$ cat config.mk
export PLATFORM = sky130hd
export DESIGN_NAME = spi_frame_master
export DESIGN_NICKNAME = d
export VERILOG_FILES = /design/src/rtl/spi_frame_pkg.sv /design/src/rtl/sync_2ff.sv /design/src/rtl/spi_frame_master.sv
export SDC_FILE = /design/constraint.sdc
export NUM_CORES = 1
export LEC_CHECK = 0
export ABC_AREA = 0
export BUFFER_PORTS_ARGS = -buffer_cell sky130_fd_sc_hd__buf_2
export CORE_MARGIN = 2
export CORE_UTILIZATION = 51
export CTS_CLUSTER_DIAMETER = 60
export DETAILED_ROUTE_END_ITERATION = 7
export PLACE_DENSITY_LB_ADDON = 0.1
export SLEW_MARGIN = 20
export SYNTH_ARGS = -nofsm -noshare
export SYNTH_HDL_FRONTEND = slang
export SYNTH_SLANG_ARGS = --single-unit
$ cat constraint.sdc
create_clock -name theClock -period 2.7 [get_ports theClock]
set_clock_uncertainty 0.1 [all_clocks]
set_input_delay 0.405 -clock theClock [delete_from_list [all_inputs] [get_ports theClock]]
set_output_delay 0.405 -clock theClock [all_outputs]
set_load 0.005 [all_outputs]
$ cat src/rtl/spi_frame_pkg.sv
// Shared types and frame geometry for the MySPI 32-bit register frame initiator.
package spi_frame_pkg;

  localparam int FRAME_BITS = 32;
  localparam int ADDR_W     = 15;
  localparam int DATA_W     = 16;
  localparam int WRITE_BIT  = 31;

  typedef enum logic [2:0] {
    S_Idle,
    S_Setup,
    S_Low,
    S_High,
    S_Hold,
    S_Gap
  } state_t;

  function automatic int max3(input int a, input int b, input int c);
    int m;
    m = (a > b) ? a : b;
    return (m > c) ? m : c;
  endfunction

endpackage

$ cat src/rtl/sync_2ff.sv
// Two-flop synchronizer for a single asynchronous input bit.
module sync_2ff (
  input  logic theClock,
  input  logic theReset,
  input  logic d,
  output logic q
);

  logic meta;

  always_ff @(posedge theClock or posedge theReset) begin
    if (theReset) begin
      meta <= 1'b0;
      q    <= 1'b0;
    end else begin
      meta <= d;
      q    <= meta;
    end
  end

endmodule

$ cat src/rtl/spi_frame_master.sv
// SPI mode-0 initiator issuing one 32-bit {W, ADDR, DATA} MySPI frame per accepted request,
// with a one-cycle response pulse carrying the 16 data bits shifted in.
module spi_frame_master
  import spi_frame_pkg::*;
#(
  parameter int HALF_PERIOD = 4,
  parameter int CS_SETUP    = 4,
  parameter int CS_GAP      = 4
) (
  input  logic              theClock,
  input  logic              theReset,
  input  logic              req_valid,
  output logic              req_ready,
  input  logic              req_write,
  input  logic [ADDR_W-1:0] req_addr,
  input  logic [DATA_W-1:0] req_wdata,
  output logic              rsp_valid,
  output logic [DATA_W-1:0] rsp_rdata,
  output logic              spi_clk,
  output logic              spi_cs,
  output logic              spi_sdo,
  input  logic              spi_sdi
);

  localparam int TMR_W = $clog2(max3(HALF_PERIOD, CS_SETUP, CS_GAP)) + 1;

  localparam logic [TMR_W-1:0] HP_LAST    = TMR_W'(HALF_PERIOD - 1);
  localparam logic [TMR_W-1:0] SETUP_LAST = TMR_W'(CS_SETUP - 1);
  localparam logic [TMR_W-1:0] GAP_LAST   = TMR_W'(CS_GAP - 1);
  localparam logic [4:0]       LAST_BIT   = 5'(FRAME_BITS - 1);

  // Below these limits the slave's SCLK synchronizer cannot follow the frame.
  if (HALF_PERIOD < 4 || CS_SETUP < 3 || CS_GAP < 2) begin : g_param_check
    $error("spi_frame_master: HALF_PERIOD>=4, CS_SETUP>=3, CS_GAP>=2 required");
  end

  state_t                  state;
  logic [TMR_W-1:0]        timer;
  logic [4:0]              bit_cnt;
  logic [FRAME_BITS-1:0]   tx;
  logic [DATA_W-1:0]       rx;
  logic                    sdi_s;

  sync_2ff u_sdi_sync (
    .theClock (theClock),
    .theReset (theReset),
    .d        (spi_sdi),
    .q        (sdi_s)
  );

  assign req_ready = (state == S_Idle);

  // NOTE: every register here, including the shift registers, is reset so that an abort
  // mid-frame leaves no stale bits visible on the pins or in the next response.
  always_ff @(posedge theClock or posedge theReset) begin
    if (theReset) begin
      state     <= S_Idle;
      timer     <= '0;
      bit_cnt   <= '0;
      tx        <= '0;
      rx        <= '0;
      spi_cs    <= 1'b1;
      spi_clk   <= 1'b0;
      spi_sdo   <= 1'b0;
      rsp_valid <= 1'b0;
      rsp_rdata <= '0;
    end else begin
      // NOTE: non-blocking throughout, so every branch reads the pre-edge values of tx/rx/timer.
      rsp_valid <= 1'b0;
      case (state)
        S_Idle: begin
          if (req_valid) begin
            tx      <= {req_write, req_addr, req_write ? req_wdata : DATA_W'(0)};
            spi_sdo <= req_write;
            spi_cs  <= 1'b0;
            spi_clk <= 1'b0;
            bit_cnt <= '0;
            timer   <= SETUP_LAST;
            state   <= S_Setup;
          end
        end

        S_Setup: begin
          if (timer == '0) begin
            timer <= HP_LAST;
            state <= S_Low;
          end else begin
            timer <= timer - 1'b1;
          end
        end

        S_Low: begin
          if (timer == '0) begin
            spi_clk <= 1'b1;
            timer   <= HP_LAST;
            state   <= S_High;
          end else begin
            timer <= timer - 1'b1;
          end
        end

        S_High: begin
          // Only the data phase returns meaningful MISO bits; the synchronizer has settled by now.
          if (timer == HP_LAST && bit_cnt[4]) begin
            rx <= {rx[DATA_W-2:0], sdi_s};
          end
          if (timer == '0) begin
            spi_clk <= 1'b0;
            tx      <= {tx[FRAME_BITS-2:0], 1'b0};
            spi_sdo <= tx[WRITE_BIT-1];
            bit_cnt <= bit_cnt + 1'b1;
            timer   <= HP_LAST;
            state   <= (bit_cnt == LAST_BIT) ? S_Hold : S_Low;
          end else begin
            timer <= timer - 1'b1;
          end
        end

        S_Hold: begin
          if (timer == '0) begin
            spi_cs    <= 1'b1;
            rsp_valid <= 1'b1;
            rsp_rdata <= rx;
            timer     <= GAP_LAST;
            state     <= S_Gap;
          end else begin
            timer <= timer - 1'b1;
          end
        end

        S_Gap: begin
          if (timer == '0) begin
            state <= S_Idle;
          end else begin
            timer <= timer - 1'b1;
          end
        end

        default: state <= S_Idle;
      endcase
    end
  end

endmodule

==> results of run 1 <==
## how the worst min path moves through the flow
stage,from,end,slack [ns]
2_1_floorplan,u_sdi_sync.meta$_DFF_PP0_,u_sdi_sync.q$_DFF_PP0_,0.23
3_3_place_gp,u_sdi_sync.meta$_DFF_PP0_,u_sdi_sync.q$_DFF_PP0_,0.23
3_5_place_dp,u_sdi_sync.meta$_DFF_PP0_,u_sdi_sync.q$_DFF_PP0_,0.24
4_1_cts,spi_sdi,u_sdi_sync.meta$_DFF_PP0_,0.05
5_1_grt,spi_sdi,u_sdi_sync.meta$_DFF_PP0_,0.05
6_report,spi_sdi,u_sdi_sync.meta$_DFF_PP0_,0.06
## stage by stage
step	power, mW	hold WS (ns)	cells
CTS	4.314	0.04675	459
floorplan	2.914	0.2312	298
global route	4.556	0.04693	459
detailed placement	3.177	0.2387	442
global placement	3.136	0.2331	442
finish	4.265	0.06192	459
## registers in the layout, indices dropped and copies added, names as in the netlist
signal,count
tx,31
rsp_rdata,16
rx,16
bit_cnt,5
state,3
timer,3
rsp_valid,1
spi_clk,1
spi_cs,1
spi_sdo,1
u_sdi_sync.meta,1
u_sdi_sync.q,1
## layout by cell type, fill, tap and decap left out, drive strengths merged, types with 3 or more instances in the layout
cell type / n
inv: 20
and2: 8
ha: 5
buf: 62
nor3: 4
nand3: 3
bufinv: 3
nand2b: 8
dfrtp: 79
o21ai: 3
nor2: 4
mux2: 74
a21oi: 5
clkbuf: 9
or3b: 4
mux2i: 25
nand2: 13
## worst max-delay path: stages (launching register included)
cell	delay [ns]
dfrtp_1	0.45
inv_1	0.14
ha_1	0.29
nand4b_1	0.24
a21oi_4	0.21
buf_12	0.23
mux2_2	0.36
## power groups by stage
stage	logic (mW)	clock network, mW	registers, mW
6_report	1.40	1.12	1.74
3_3_place_gp	1.39	0	1.75
5_1_grt	1.56	1.22	1.79
4_1_cts	1.43	1.15	1.73
3_5_place_dp	1.42	0	1.76
2_1_floorplan	1.26	0	1.65
## what timing repair did
action	CTS	global route
hold buffers	1	0
gates resized for setup	0	0
buffers inserted	0	0
endpoints found under the hold margin	3	0
setup endpoints to repair	0	0
## Yosys cell counts (2+ instances only)
| library cell | n | area, um^2 |
|---|---|---|
| dfrtp_1 | 79 | 1977 |
| mux2_2 | 64 | 720.7 |
| mux2i_1 | 25 | 250.2 |
| inv_1 | 17 | 63.81 |
| nand2_1 | 13 | 48.80 |
| mux2_4 | 10 | 150.1 |
| and2_1 | 8 | 50.05 |
| nand2b_1 | 8 | 50.05 |
| buf_2 | 6 | 30.03 |
| ha_1 | 5 | 62.56 |
| a21oi_1 | 4 | 20.02 |
| clkbuf_1 | 4 | 15.01 |
| nor2_1 | 4 | 15.01 |
| buf_4 | 3 | 22.52 |
| buf_8 | 3 | 45.04 |
| nand3_1 | 3 | 15.01 |
| nor3_1 | 3 | 15.01 |
| o21ai_0 | 3 | 15.01 |
| or3b_2 | 3 | 26.28 |
| a211oi_1 | 2 | 15.01 |
| nor3b_1 | 2 | 15.01 |
| nor4_1 | 2 | 12.51 |
## layer usage
metal	global-route usage	wire length (um)	up-vias
li1	-	-	1159
met1	0.2431	3343	1145
met2	0.2574	2977	45
met3	0.04647	223	5
met4	0.04545	58	0
met5	0	0	-
## logic make-up after synthesis
group	Yosys count	synth area share
buf+inv	34	0.04815
simple gates	59	0.09439
compound gates	21	0.03981
flops	80	0.5140
fa+ha+maj	5	0.01605
mux	99	0.2876
## final cells by class
class | count | area (um^2) | area share
inverter | 17 | 65.06 | 0.01437
sequential | 80 | 2003 | 0.4424
timing repair buffer | 63 | 372.9 | 0.08234
clock inverter | 7 | 132.6 | 0.02929
clock buffer | 9 | 123.9 | 0.02736
multi-input combinational | 184 | 1707 | 0.3769
tap | 99 | 123.9 | 0.02736
==> results.json, run 1 <==
{
  "status": "complete, no violations",
  "grt_pass1_wl_um": 11420,
  "io_buffers": 56,
  "vdd.ir_drop.worst_mv": 0.4522,
  "yosys_warnings": 0,
  "finalSetupTns_ns": 0,
  "syn_nets": 339,
  "cp.arrival_ns": 2.28,
  "power.leakage_nw": 2.249,
  "wl_um": 6602,
  "post-route-period-util": 0.7992,
  "antennaDiodeCount": 0,
  "p_switching_mw": 1.313,
  "setup_viol": 0,
  "cts_tree": "done",
  "syn_inst": 298,
  "final_max_slew_viol_count": 0,
  "layout-drive-gt1-share": 0.4500,
  "crit_path_end": "tx[22]$_DFFE_PP0P_",
  "numCtsBuffers": 9,
  "dpl_cell_area_um2": 4262,
  "route.detailed.drc": 0,
  "grt_max_degree": 50,
  "setup_slack_ns": 0.5423,
  "synth-seq-area-share": 0.5140,
  "via_per_inst": 5.129,
  "switching_share": 0.3078,
  "seqPwrFrac": 0.407,
  "async_flop_share": 1.000,
  "drt_iter0_drc": 72,
  "rsz0062_at_grt": "no",
  "max-slew-margin-rel": 0.5754,
  "fmax_mhz": 463.5,
  "postLayoutCoreUtil": 0.6177,
  "min_path_type": "input pin to flip-flop",
  "path_class": "flip-flop to flip-flop",
  "grt.overflow.total": 0,
  "cts.path.max_buffers": 2,
  "dp_hpwl_um": 4349,
  "r2r-start": "timer[0]$_DFFE_PP0P_",
  "drtAntennaViolNets": 0,
  "worst-path-max-fanout": 34,
  "wire_per_inst_um": 14.38,
  "min_path_cells": 1,
  "root_buffer": "clkbuf_8",
  "startpoint": "timer[0]$_DFFE_PP0P_",
  "synth_area_um2": 3897,
  "initial_utilization": 0.5317,
  "die_area_um2": 8358,
  "fin_area_um2": 4528,
  "area_growth_pct": 16.18,
  "ys.flop_type": "dfrtp_1",
  "powerDensity_nw_per_um2": 941.8,
  "die_h_um": 91.42,
  "pwr-share-clk": 0.264,
  "antenna_found_initial": 0,
  "start_kind": "flip-flop",
  "ys_types": 49,
  "drv_cap": 0,
  "core_um2": 7331,
  "dr.pass1.iters": 4,
  "ff2ff_setup_slack_ns": 0.54,
  "die_w_um": 91.42,
  "vias": 2354,
  "syn_avg_cell_area_um2": 13.08,
  "globalplace.congestion": 0.7835,
  "worst_r2r_path_depth": 6,
  "r2r_end": "tx[22]$_DFFE_PP0P_",
  "grt_pass1_vias": 2361,
  "num_rows": 31,
  "ys_seq_elements": 80,
  "p_int_mw": 2.952,
  "grt_usage": 0.1705,
  "tightestPinTransition_ns": 0.6369,
  "clock_sinks": 80,
  "timing.final.crit_period_ns": 2.158,
  "layout.nets": 396,
  "end_kind": "flip-flop",
  "nFillCells": 607,
  "hold_violations": 0,
  "dpl_worst_slack_ns": 0.5587,
  "h-tree-depth": 3,
  "clk_pin_slew_worst_paths_ns": 0.09,
  "synth_edf_count": 0,
  "cp.required_ns": 2.83,
  "ios": 57,
  "combinationalPowerShare": 0.329,
  "insertion_delay_ns": 0.35
}
(Power assumes the default switching activity.)
==> run 2: changes to the inputs <==
Clock period 2.7 ns to 1.7 ns, I/O delays scaled along.
==> run 2 against run 1 <==
  * The flow now finishes with violations (setup timing)
  * Cell area up 14%
  * Count of clock-buffer cells in the layout stayed put
  * Flip-flop and latch count unchanged
  * Die area stayed put
  * Critical endpoint is now tx[24]$_DFFE_PP0P_
==> results.json, run 2 (synthesis gave the netlist of run 1 again) <==
{
  "status": "complete, but fails checks",
  "violations": "setup timing",
  "path_class": "flip-flop to flip-flop",
  "max-slew-margin-rel": 0.7144,
  "power.leakage_nw": 2.588,
  "vdd.ir_drop.worst_mv": 0.8163,
  "drt_iter0_drc": 119,
  "tightestPinTransition_ns": 0.4283,
  "numCtsBuffers": 9,
  "powerDensity_nw_per_um2": 1521,
  "clock_sinks": 80,
  "grt_usage": 0.1937,
  "die_area_um2": 8358,
  "grt_pass1_wl_um": 12790,
  "wl_um": 7714,
  "worst-path-max-fanout": 5,
  "io_buffers": 56,
  "grt_pass1_vias": 2632,
  "ios": 57,
  "slowest_delay_ns": 0.40,
  "antenna_found_initial": 0,
  "initial_utilization": 0.5317,
  "final_cell_mix": "78 x dfrtp_1, 56 x buf_2, 40 x mux2_2",
  "h-tree-depth": 3,
  "core_um2": 7331,
  "antennaDiodeCount": 0,
  "r2r-start": "timer[0]$_DFFE_PP0P_",
  "dr.pass1.iters": 4,
  "worstHoldStart": "req_wdata[0]",
  "globalplace.congestion": 0.7945,
  "place_inst": 463,
  "grt.overflow.total": 0,
  "die_w_um": 91.42,
  "reg_top3": "tx (31), rsp_rdata (16), rx (16)",
  "final_common_cell": "dfrtp_1",
  "min_path_cells": 3,
  "route.detailed.drc": 0,
  "setup_slack_ns": -0.1863,
  "r2r_end": "tx[24]$_DFFE_PP0P_",
  "insertion_delay_ns": 0.35,
  "postLayoutCoreUtil": 0.7071,
  "drtAntennaViolNets": 0,
  "end_kind": "flip-flop",
  "post-route-period-util": 1.110,
  "die_h_um": 91.42,
  "via_per_inst": 5.081,
  "cts.path.max_buffers": 2,
  "cts_tree": "done",
  "layout-drive-gt1-share": 0.5419,
  "final_cells": 505,
  "start_kind": "flip-flop",
  "drv_cap": 0,
  "crit_slowest_cell": "dfrtp_1",
  "layout.nets": 442,
  "nFillCells": 522,
  "clk_pin_slew_worst_paths_ns": 0.09,
  "root_buffer": "clkbuf_8",
  "setup_viol": 67,
  "timing.final.crit_period_ns": 1.886,
  "wire_per_inst_um": 15.28,
  "cp.arrival_ns": 2.03,
  "fmax_mhz": 530.1,
  "holdPathEnd": "tx[0]$_DFFE_PP0P_",
  "dp_hpwl_um": 4809,
  "top_register": "tx",
  "final_max_slew_viol_count": 0,
  "rsz0062_at_grt": "yes",
  "ff2ff_setup_slack_ns": -0.19,
  "hold_violations": 0,
  "min_path_type": "input pin to flip-flop",
  "grt_max_degree": 81,
  "largest_register_ffs": 31,
  "vias": 2566,
  "worst_r2r_path_depth": 7,
  "worstPathCellList": "inv_2 > ha_4 > nand4b_1 > a21oi_4 > buf_12 > clkbuf_16 > mux2_4",
  "area_growth_pct": 33.00,
  "cp.required_ns": 1.85,
  "num_rows": 31,
  "finalSetupTns_ns": -8.779
}
-- run 2: metal layers --
layer	wire length [um]	global-route usage	vias to the layer above
met4	105	0.07576	0
met5	0	0	-
met2	3590	0.2886	43
met1	3810	0.2738	1260
li1	-	-	1256
met3	208	0.04564	7
-- run 2: worst max path at each step --
stage | start | endpoint | slack, ns | depth (start not counted)
global placement | timer[1]$_DFFE_PP0P_ | rsp_rdata[0]$_DFFE_PP0P_ | -0.16 | 6
detailed placement | timer[1]$_DFFE_PP0P_ | rsp_rdata[11]$_DFFE_PP0P_ | -0.20 | 6
floorplan | timer[0]$_DFFE_PP0P_ | rsp_rdata[0]$_DFFE_PP0P_ | -0.23 | 7
global route | timer[0]$_DFFE_PP0P_ | tx[27]$_DFFE_PP0P_ | -0.26 | 7
finish | timer[0]$_DFFE_PP0P_ | tx[24]$_DFFE_PP0P_ | -0.19 | 7
CTS | state[0]$_DFFE_PP0P_ | tx[15]$_DFFE_PP0P_ | -0.14 | 5
-- run 2: final cells by class --
| cell class | count | area [um^2] | share of cell area |
|---|---|---|---|
| inverters | 17 | 67.56 | 0.01303 |
| flip-flops and latches | 80 | 2004 | 0.3867 |
| clock buffers | 9 | 123.9 | 0.02390 |
| well taps | 99 | 123.9 | 0.02390 |
| multi-input cells | 184 | 1874 | 0.3616 |
| clock inverters | 7 | 108.9 | 0.02100 |
| repair buffers | 109 | 880.8 | 0.1699 |
-- run 2: critical path: cells and delay by family, from the launching register on --
kind	cells	cell delay (ns)
mux	1	0.29
simple gates	1	0.19
compound gates	1	0.22
buf+inv	3	0.39
fa+ha+maj	1	0.17
flops	1	0.40
-- run 2: power breakdown --
group	switching, mW	total (mW)	internal (mW)	leakage [nW]
Clock	0.779	1.64	0.861	0.118
Sequential	0.293	2.69	2.40	1.04
Combinational	1.37	3.55	2.19	1.43
Total	2.44	7.89	5.45	2.59
-- run 2: what timing repair did --
item	CTS	global route
resized for setup	15	20
setup endpoints to repair	72	71
buffers inserted	6	18
cloned	1	3
endpoints found under the hold margin	80	0
pin swaps	1	9
hold buffers	2	0
-- run 2: through the flow --
| step | power (mW) | hold WS, ns | cell area [um^2] | setup slack [ns] |
|---|---|---|---|---|
| 3_3_place_gp | 5.652 | 0.2321 | 4562 | -0.1635 |
| 5_1_grt | 8.383 | 0.05542 | 5184 | -0.2649 |
| 6_report | 7.886 | 0.05937 | 5184 | -0.1863 |
| 4_1_cts | 7.611 | 0.04986 | 4943 | -0.1361 |
| 3_5_place_dp | 5.736 | 0.2508 | 4562 | -0.1989 |
| 2_1_floorplan | 4.932 | 0.1864 | 4015 | -0.2260 |
